[config.mk]
export PLATFORM = sky130hd
export DESIGN_NAME = fifo_wptr_full
export DESIGN_NICKNAME = d
export VERILOG_FILES = /design/src/rtl/fifo_wptr_full.sv
export SDC_FILE = /design/constraint.sdc
export NUM_CORES = 1
export LEC_CHECK = 0
export BUFFER_PORTS_ARGS = -buffer_cell sky130_fd_sc_hd__buf_2
export CAP_MARGIN = 25
export CORE_ASPECT_RATIO = 0.9
export CORE_MARGIN = 5
export CORE_UTILIZATION = 45
export DETAILED_ROUTE_END_ITERATION = 7
export PLACE_DENSITY = 0.72
export SLEW_MARGIN = 20
export SYNTH_ARGS = -nofsm -noshare
export SYNTH_HDL_FRONTEND = slang
export SYNTH_SLANG_ARGS = --single-unit
[constraint.sdc]
create_clock -name wclk -period 6.9 [get_ports wclk]
set_clock_uncertainty 0.1 [all_clocks]
set_input_delay 1.38 -clock wclk [delete_from_list [all_inputs] [get_ports wclk]]
set_output_delay 1.38 -clock wclk [all_outputs]
set_load 0.03 [all_outputs]
[src/rtl/fifo_wptr_full.sv]
`default_nettype none
// ============================================================================
// Module   : fifo_wptr_full
// Purpose  : Write-side pointer, read-pointer synchroniser and full/level
//            status for a dual-clock FIFO (write clock domain only).
// Revision : 1.0
// ============================================================================
module fifo_wptr_full #(
  parameter int ADDR_WIDTH = 3,
  parameter int AF_LEVEL   = 6
) (
  input  logic                  wclk,
  input  logic                  rst_n,
  input  logic                  winc,
  input  logic [ADDR_WIDTH:0]   rptr_gray,
  input  logic                  ovf_clr,
  output logic                  wen,
  output logic [ADDR_WIDTH-1:0] waddr,
  output logic [ADDR_WIDTH:0]   wptr_gray,
  output logic                  wfull,
  output logic                  walmost_full,
  output logic [ADDR_WIDTH:0]   wlevel,
  output logic                  woverflow
);

  localparam int              c_PW        = ADDR_WIDTH + 1;
  localparam logic [c_PW-1:0] c_FULL_MASK = {2'b11, {(ADDR_WIDTH-1){1'b0}}};
  localparam logic [c_PW-1:0] c_AF_LEVEL  = c_PW'(AF_LEVEL);

  logic [c_PW-1:0] wbin_q, wbin_d;
  logic [c_PW-1:0] wgray_q, wgray_d;
  logic [c_PW-1:0] rq1_q, rq2_q;
  logic            wfull_q, wfull_d;
  logic            wovf_q, wovf_d;
  logic [c_PW-1:0] w_rbin;

  assign wen = winc & ~wfull_q;

  always_comb begin
    wbin_d  = wbin_q + c_PW'(wen);
    wgray_d = wbin_d ^ (wbin_d >> 1);
    // Full when the next write pointer has lapped the read pointer: Gray
    // pointers then differ only in their two top bits.
    wfull_d = (wgray_d == (rq2_q ^ c_FULL_MASK));
    wovf_d  = wovf_q;
    if (ovf_clr)
      wovf_d = 1'b0;
    if (winc && wfull_q)
      wovf_d = 1'b1;
  end

  always_comb begin
    w_rbin = '0;
    w_rbin[c_PW-1] = rq2_q[c_PW-1];
    for (int i = c_PW - 2; i >= 0; i--)
      w_rbin[i] = w_rbin[i+1] ^ rq2_q[i];
  end

  always_ff @(posedge wclk or negedge rst_n) begin
    if (!rst_n) begin
      wbin_q  <= '0;
      wgray_q <= '0;
      rq1_q   <= '0;
      rq2_q   <= '0;
      wfull_q <= 1'b0;
      wovf_q  <= 1'b0;
    end else begin
      wbin_q  <= wbin_d;
      wgray_q <= wgray_d;
      rq1_q   <= rptr_gray;
      rq2_q   <= rq1_q;
      wfull_q <= wfull_d;
      wovf_q  <= wovf_d;
    end
  end

  assign waddr        = wbin_q[ADDR_WIDTH-1:0];
  assign wptr_gray    = wgray_q;
  assign wfull        = wfull_q;
  assign woverflow    = wovf_q;
  assign wlevel       = wbin_q - w_rbin;
  assign walmost_full = (wlevel >= c_AF_LEVEL);

endmodule
`default_nettype wire
==> metrics.yaml, run 1 <==
run_status:
  outcome: "completed"
setup_path:
  critPathCaptureType: "output port"
  worstPathMaxFanout: 4
  worst-path-buf-inv: 2
  worst-r2r-setup-slack_ns: 4.75
  path_depth: 10
  rr_startpoint: "wfull"
  r2r-end: "wfull"
  critical_path.max_stage_delay_ns: 0.43
  cp_top_family: "XOR/XNOR gates"
  path_cells: "xnor2_1, xor2_1, xnor2_1, ha_1, inv_1, fa_1, xor2_1, nand2_1, o21ai_0, buf_2"
  required_ns: 5.42
  setup.worst_path.start: "rq2_q[3]"
  cp_data_arrival_time_ns: 2.62
  critPathCapture: "walmost_full"
  startpoint_type: "flop"
  worstSetupPathType: "flop to output port"
  crit_path_top_delay_cell: "dfrtp_1"
  r2r_cells: 7
routing:
  wl_per_cell_um: 11.08
  vias_per_cell: 4.519
  post-route-drc-count: 0
  drt-total-wl_um: 1175
  firstDrtPassIters: 4
  drtIter0Drc: 3
  vias: 479
  antenna_left: 0
placed_design:
  dpl.hpwl_um: 970.6
  dp_cells: 102
  portBuffers: 22
  place_area_um2: 874.6
  gp_congestion: 0.7222
clock_network:
  postCtsResizedCells: 0
  worstSkewPairLatency_ns: 0.28
  cts_root_buf: "clkbuf_4"
  ctsLongestPathBuffers: 2
  cts.sinks: 17
  htree_levels: 1
  cts_hold_buf: 0
  cts_buffers: 3
  post_cts_buffers: 0
  tritoncts: "done"
  clk_pin_slew_ns: 0.09
floorplanning:
  num_rows: 13
  initial_core_util: 0.4925
  die_h_um: 48.39
  die_area_um2: 2548
  core_area_um2: 1496
  ios: 23
  die_w_um: 52.66
timing:
  report.final.slew_viol_count: 0
  relSlewSlack: 0.7494
  fmax_mhz: 243.8
  finalCritPeriodShare: 0.5943
  tightest_slew_ns: 0.3747
  rsz0062_at_grt: "false"
  whs_ns: 0.2553
  finalSetupViolCount: 0
  final.min_clock_period_ns: 4.101
  hold_viol_final: 0
  setup_tns_ns: 0
yosys:
  synthesis.area_um2: 737.0
  synth_top_area_cell: "dfrtp_1"
  postSynthAreaPerCell_um2: 12.71
  synth-seq-area-share: 0.5772
  synth_cells: 58
  synth_cell_types: 16
  synth_top_area_share: 0.5772
  synth_seq_cells: 17
  syn_nets: 72
  yosys-top-cells-area: "dfrtp_1 (58%), xor2_1 (11%), ha_1 (8.5%), xnor2_1 (3.6%), inv_1 (3.1%)"
  yosys_warnings: 0
global_routing:
  grt_overflow: 0
  grt_pass1_wl_um: 2035
  grt_pass1_vias: 509
  antenna_found_initial: 0
  grt_max_degree: 18
  grt_util_all_layers: 0.1106
layout:
  nNetsFinal: 99
  antenna_cells: 0
  area_growth_pct: 22.24
  fin_cells: 106
  design_area_um2: 900.9
  drive_gt1_frac: 0.3095
flow_run:
  drv_cap: 0
hold_path:
  min_delay_path_depth: 0
  min_path_type: "flop to flop"
  min-delay-start: "rq1_q[3]"
[how the worst min path moves through the flow]
stage | to
final | rq2_q[3]
after global routing | rq2_q[2]
after CTS | rq2_q[3]
after detailed placement | rq2_q[3]
after global placement | rq2_q[2]
after floorplan | rq2_q[0]
[cell families after synthesis]
| family | after synthesis | synth area share |
|---|---|---|
| and+or+nand+nor | 11 | 0.07809 |
| xor gates and xnor gates | 13 | 0.1647 |
| AOI/OAI and AO/OA | 5 | 0.03734 |
| adders and majority gates | 6 | 0.1121 |
| buffers and inverters | 6 | 0.03056 |
| DFF | 17 | 0.5773 |
[sequential cells by signal (all words and copies together) (netlist names)]
name / cells
rq1_q: 4
rq2_q: 4
wbin_q: 4
wptr_gray: 3
wfull: 1
woverflow: 1
[per-layer routing]
metal,vias up,wire length [µm],share of wire,track usage
met5,-,0,0,0
met3,2,105,0.089,0.04281
met1,225,455,0.39,0.1150
li1,236,-,-,-
met2,16,601,0.51,0.1839
met4,0,12,0.010,0.06383
[synthesized netlist by cell type]
master	number
o21ai_0	3
xnor2_1	3
a22oi_1	1
xor2_2	1
or3_1	2
and3_1	1
nor2_1	1
ha_1	5
nand2_1	2
xor2_1	9
inv_1	6
nand3_1	3
a21oi_1	1
fa_1	1
nor2b_1	2
dfrtp_1	17
[metrics by stage]
stage | utilization | setup slack (ns)
after floorplan | - | 2.771
after global placement | 0.5844 | 3.186
after detailed placement | 0.5844 | 3.078
after CTS | 0.6020 | 2.754
after global routing | 0.6020 | 2.542
final | 0.6020 | 2.799
[area by class of cell]
| cell class | instances | area (µm²) |
|---|---|---|
| clock buffer | 4 | 26.28 |
| fill | 148 | 595.6 |
| inverter | 6 | 22.52 |
| multi-input combinational | 35 | 289.0 |
| sequential | 17 | 425.4 |
| tap | 22 | 27.53 |
| timing repair buffer | 22 | 110.1 |
[placed cells by master, fill, tap and decap left out]
master / synthesis / layout
xnor2_1: 3 / 3
nand2_1: 2 / 2
ha_1: 5 / 5
buf_2: 0 / 22
clkbuf_4: 0 / 3
clkbuf_1: 0 / 1
a21oi_1: 1 / 1
xor2_2: 1 / 1
xor2_1: 9 / 9
nand3_1: 3 / 3
and3_1: 1 / 1
dfrtp_1: 17 / 17
nor2b_1: 2 / 2
nor2_1: 1 / 1
inv_1: 6 / 6
fa_1: 1 / 1
o21ai_0: 3 / 3
a22oi_1: 1 / 1
or3_1: 2 / 2
Power of run 1 is left out: the tool's default activity adds up to more than one toggle a clock period on the data nets, which glitch-free logic cannot reach.
==> inputs of run 2 (changes only) <==
Clock period 6.9 ns to 3.9 ns, I/O delays scaled along.
==> metrics.yaml, run 2 (synthesis results as in run 1) <==
run_status:
  outcome: "completed"
flow_run:
  drv_cap: 0  # unchanged
clock_network:
  cts_buffers: 3  # unchanged
  cts_hold_buf: 0  # unchanged
  cts.sinks: 17  # unchanged
  htree_levels: 1  # unchanged
  cts_root_buf: "clkbuf_4"
  ctsLongestPathBuffers: 2  # unchanged
  postCtsResizedCells: 0  # unchanged
  post_cts_buffers: 0  # unchanged
  tritoncts: "done"
  clk_pin_slew_ns: 0.09  # about the same
  worstSkewPairLatency_ns: 0.29  # about the same
layout:
  fillers: 141  # -4.7%
  design_area_um2: 904.6  # +0.42%
  layout_common_cells: "buf_2 (22), dfrtp_1 (17), xor2_1 (9)"
  drive_gt1_frac: 0.3214  # +0.01190
  nNetsFinal: 99  # unchanged
  reg.largest.list: "rq1_q (4), rq2_q (4), wbin_q (4)"
  fin_cells: 106  # unchanged
  final_common_cell: "buf_2"
  antenna_cells: 0  # unchanged
  area_growth_pct: 22.75
global_routing:
  grt_pass1_vias: 505  # -0.79%
  grt_pass1_wl_um: 2083  # +2.4%
  antenna_found_initial: 0  # unchanged
  grt_overflow: 0  # unchanged
  grt_max_degree: 18  # unchanged
  grt_util_all_layers: 0.1085  # -0.002009
floorplanning:
  initial_core_util: 0.4925  # unchanged
  ios: 23  # unchanged
  die_area_um2: 2548  # unchanged
  die_h_um: 48.39  # unchanged
  die_w_um: 52.66  # unchanged
  num_rows: 13  # unchanged
  core_area_um2: 1496  # unchanged
setup_path:
  cp_data_arrival_time_ns: 2.63  # about the same
  worstPathMaxFanout: 4  # unchanged
  r2r_cells: 7  # unchanged
  critical_path.max_stage_delay_ns: 0.44  # about the same
  rr_startpoint: "wfull"
  critPathCaptureType: "output port"
  worstSetupPathType: "flop to output port"
  crit_path_top_delay_cell: "dfrtp_1"
  r2r-end: "wfull"
  startpoint_type: "flop"
  path_cells: "xnor2_1, xor2_1, xnor2_1, ha_1, inv_1, fa_1, xor2_1, nand2_1, o21ai_0, buf_2"
  worst-r2r-setup-slack_ns: 1.69  # -3.06 ns
  required_ns: 3.02  # -2.40 ns
timing:
  rsz0062_at_grt: "false"
  report.final.slew_viol_count: 0  # unchanged
  hold_viol_final: 0  # unchanged
  relSlewSlack: 0.7526  # +0.003216
  finalSetupViolCount: 0  # unchanged
  fmax_mhz: 284.7
  tightest_slew_ns: 0.3708  # -0.003866 ns
  finalCritPeriodShare: 0.9005
  final.min_clock_period_ns: 3.512
  setup_tns_ns: 0  # unchanged
placed_design:
  portBuffers: 22  # unchanged
  dpl.hpwl_um: 983.8  # +1.4%
  dp_cells: 102  # unchanged
  gp_congestion: 0.7206  # -0.22%
  place_area_um2: 874.6  # unchanged
routing:
  antenna_left: 0  # unchanged
  firstDrtPassIters: 2  # -2
  drtIter0Drc: 2  # -1
  vias_per_cell: 4.642  # +2.7%
  wl_per_cell_um: 11.30  # +2.0%
  vias: 492  # +2.7%
  drt-total-wl_um: 1198  # +2.0%
  post-route-drc-count: 0  # unchanged
hold_path:
  min_delay_path_depth: 0  # unchanged
  min-delay-start: "rq1_q[2]"
  min_path_type: "flop to flop"
  min_to: "rq2_q[2]"
-- run 2: cell count changes in the layout (fill, tap and decap cells not counted) --
cell	delta
clkinvlp_4	+1
clkbuf_1	-1
-- run 2: layout make-up --
cell class	count	area [µm²]	share of cell area
inverters	6	22.52	0.02490
repair buffers	22	110.1	0.1217
multi-input cells	35	289.0	0.3195
clock buffers	3	22.52	0.02490
well taps	22	27.53	0.03043
flip-flops and latches	17	425.4	0.4703
clock inverters	1	7.507	0.008299
-- run 2: stage by stage --
stage / hold WS [ns] / setup slack [ns] / util
6_report: 0.2602 / 0.3881 / 0.6045
3_3_place_gp: 0.2316 / 0.7833 / 0.5844
2_1_floorplan: 0.2312 / 0.3715 / -
4_1_cts: 0.2658 / 0.3492 / 0.6045
3_5_place_dp: 0.2365 / 0.6783 / 0.5844
5_1_grt: 0.2702 / 0.1464 / 0.6045
-- run 2: routing by layer --
metal	up-vias	GRT usage	wire length [µm]
met4	0	0.02553	0
met1	239	0.1126	486
met3	0	0.04587	97
met5	-	0	0
li1	237	-	-
met2	16	0.1963	614
-- run 2: how the worst max path moves through the flow --
stage	cells after the start	end	slack [ns]	startpoint
after floorplan	9	walmost_full	0.37	rq2_q[3]
after global placement	10	walmost_full	0.78	rq2_q[3]
after detailed placement	10	walmost_full	0.68	rq2_q[3]
after CTS	10	walmost_full	0.35	rq2_q[3]
after global routing	10	walmost_full	0.15	rq2_q[3]
final	10	walmost_full	0.39	rq2_q[3]
-- run 2: critical path, delay by kind of cell (launching register included) --
family	cells	cell delay, ns
compound gates	1	0.06
buf+inv	2	0.26
simple gates	1	0.07
flops	1	0.44
fa+ha+maj	2	0.56
xor+xnor	4	0.95
Power of run 2 is left out for the same reason.
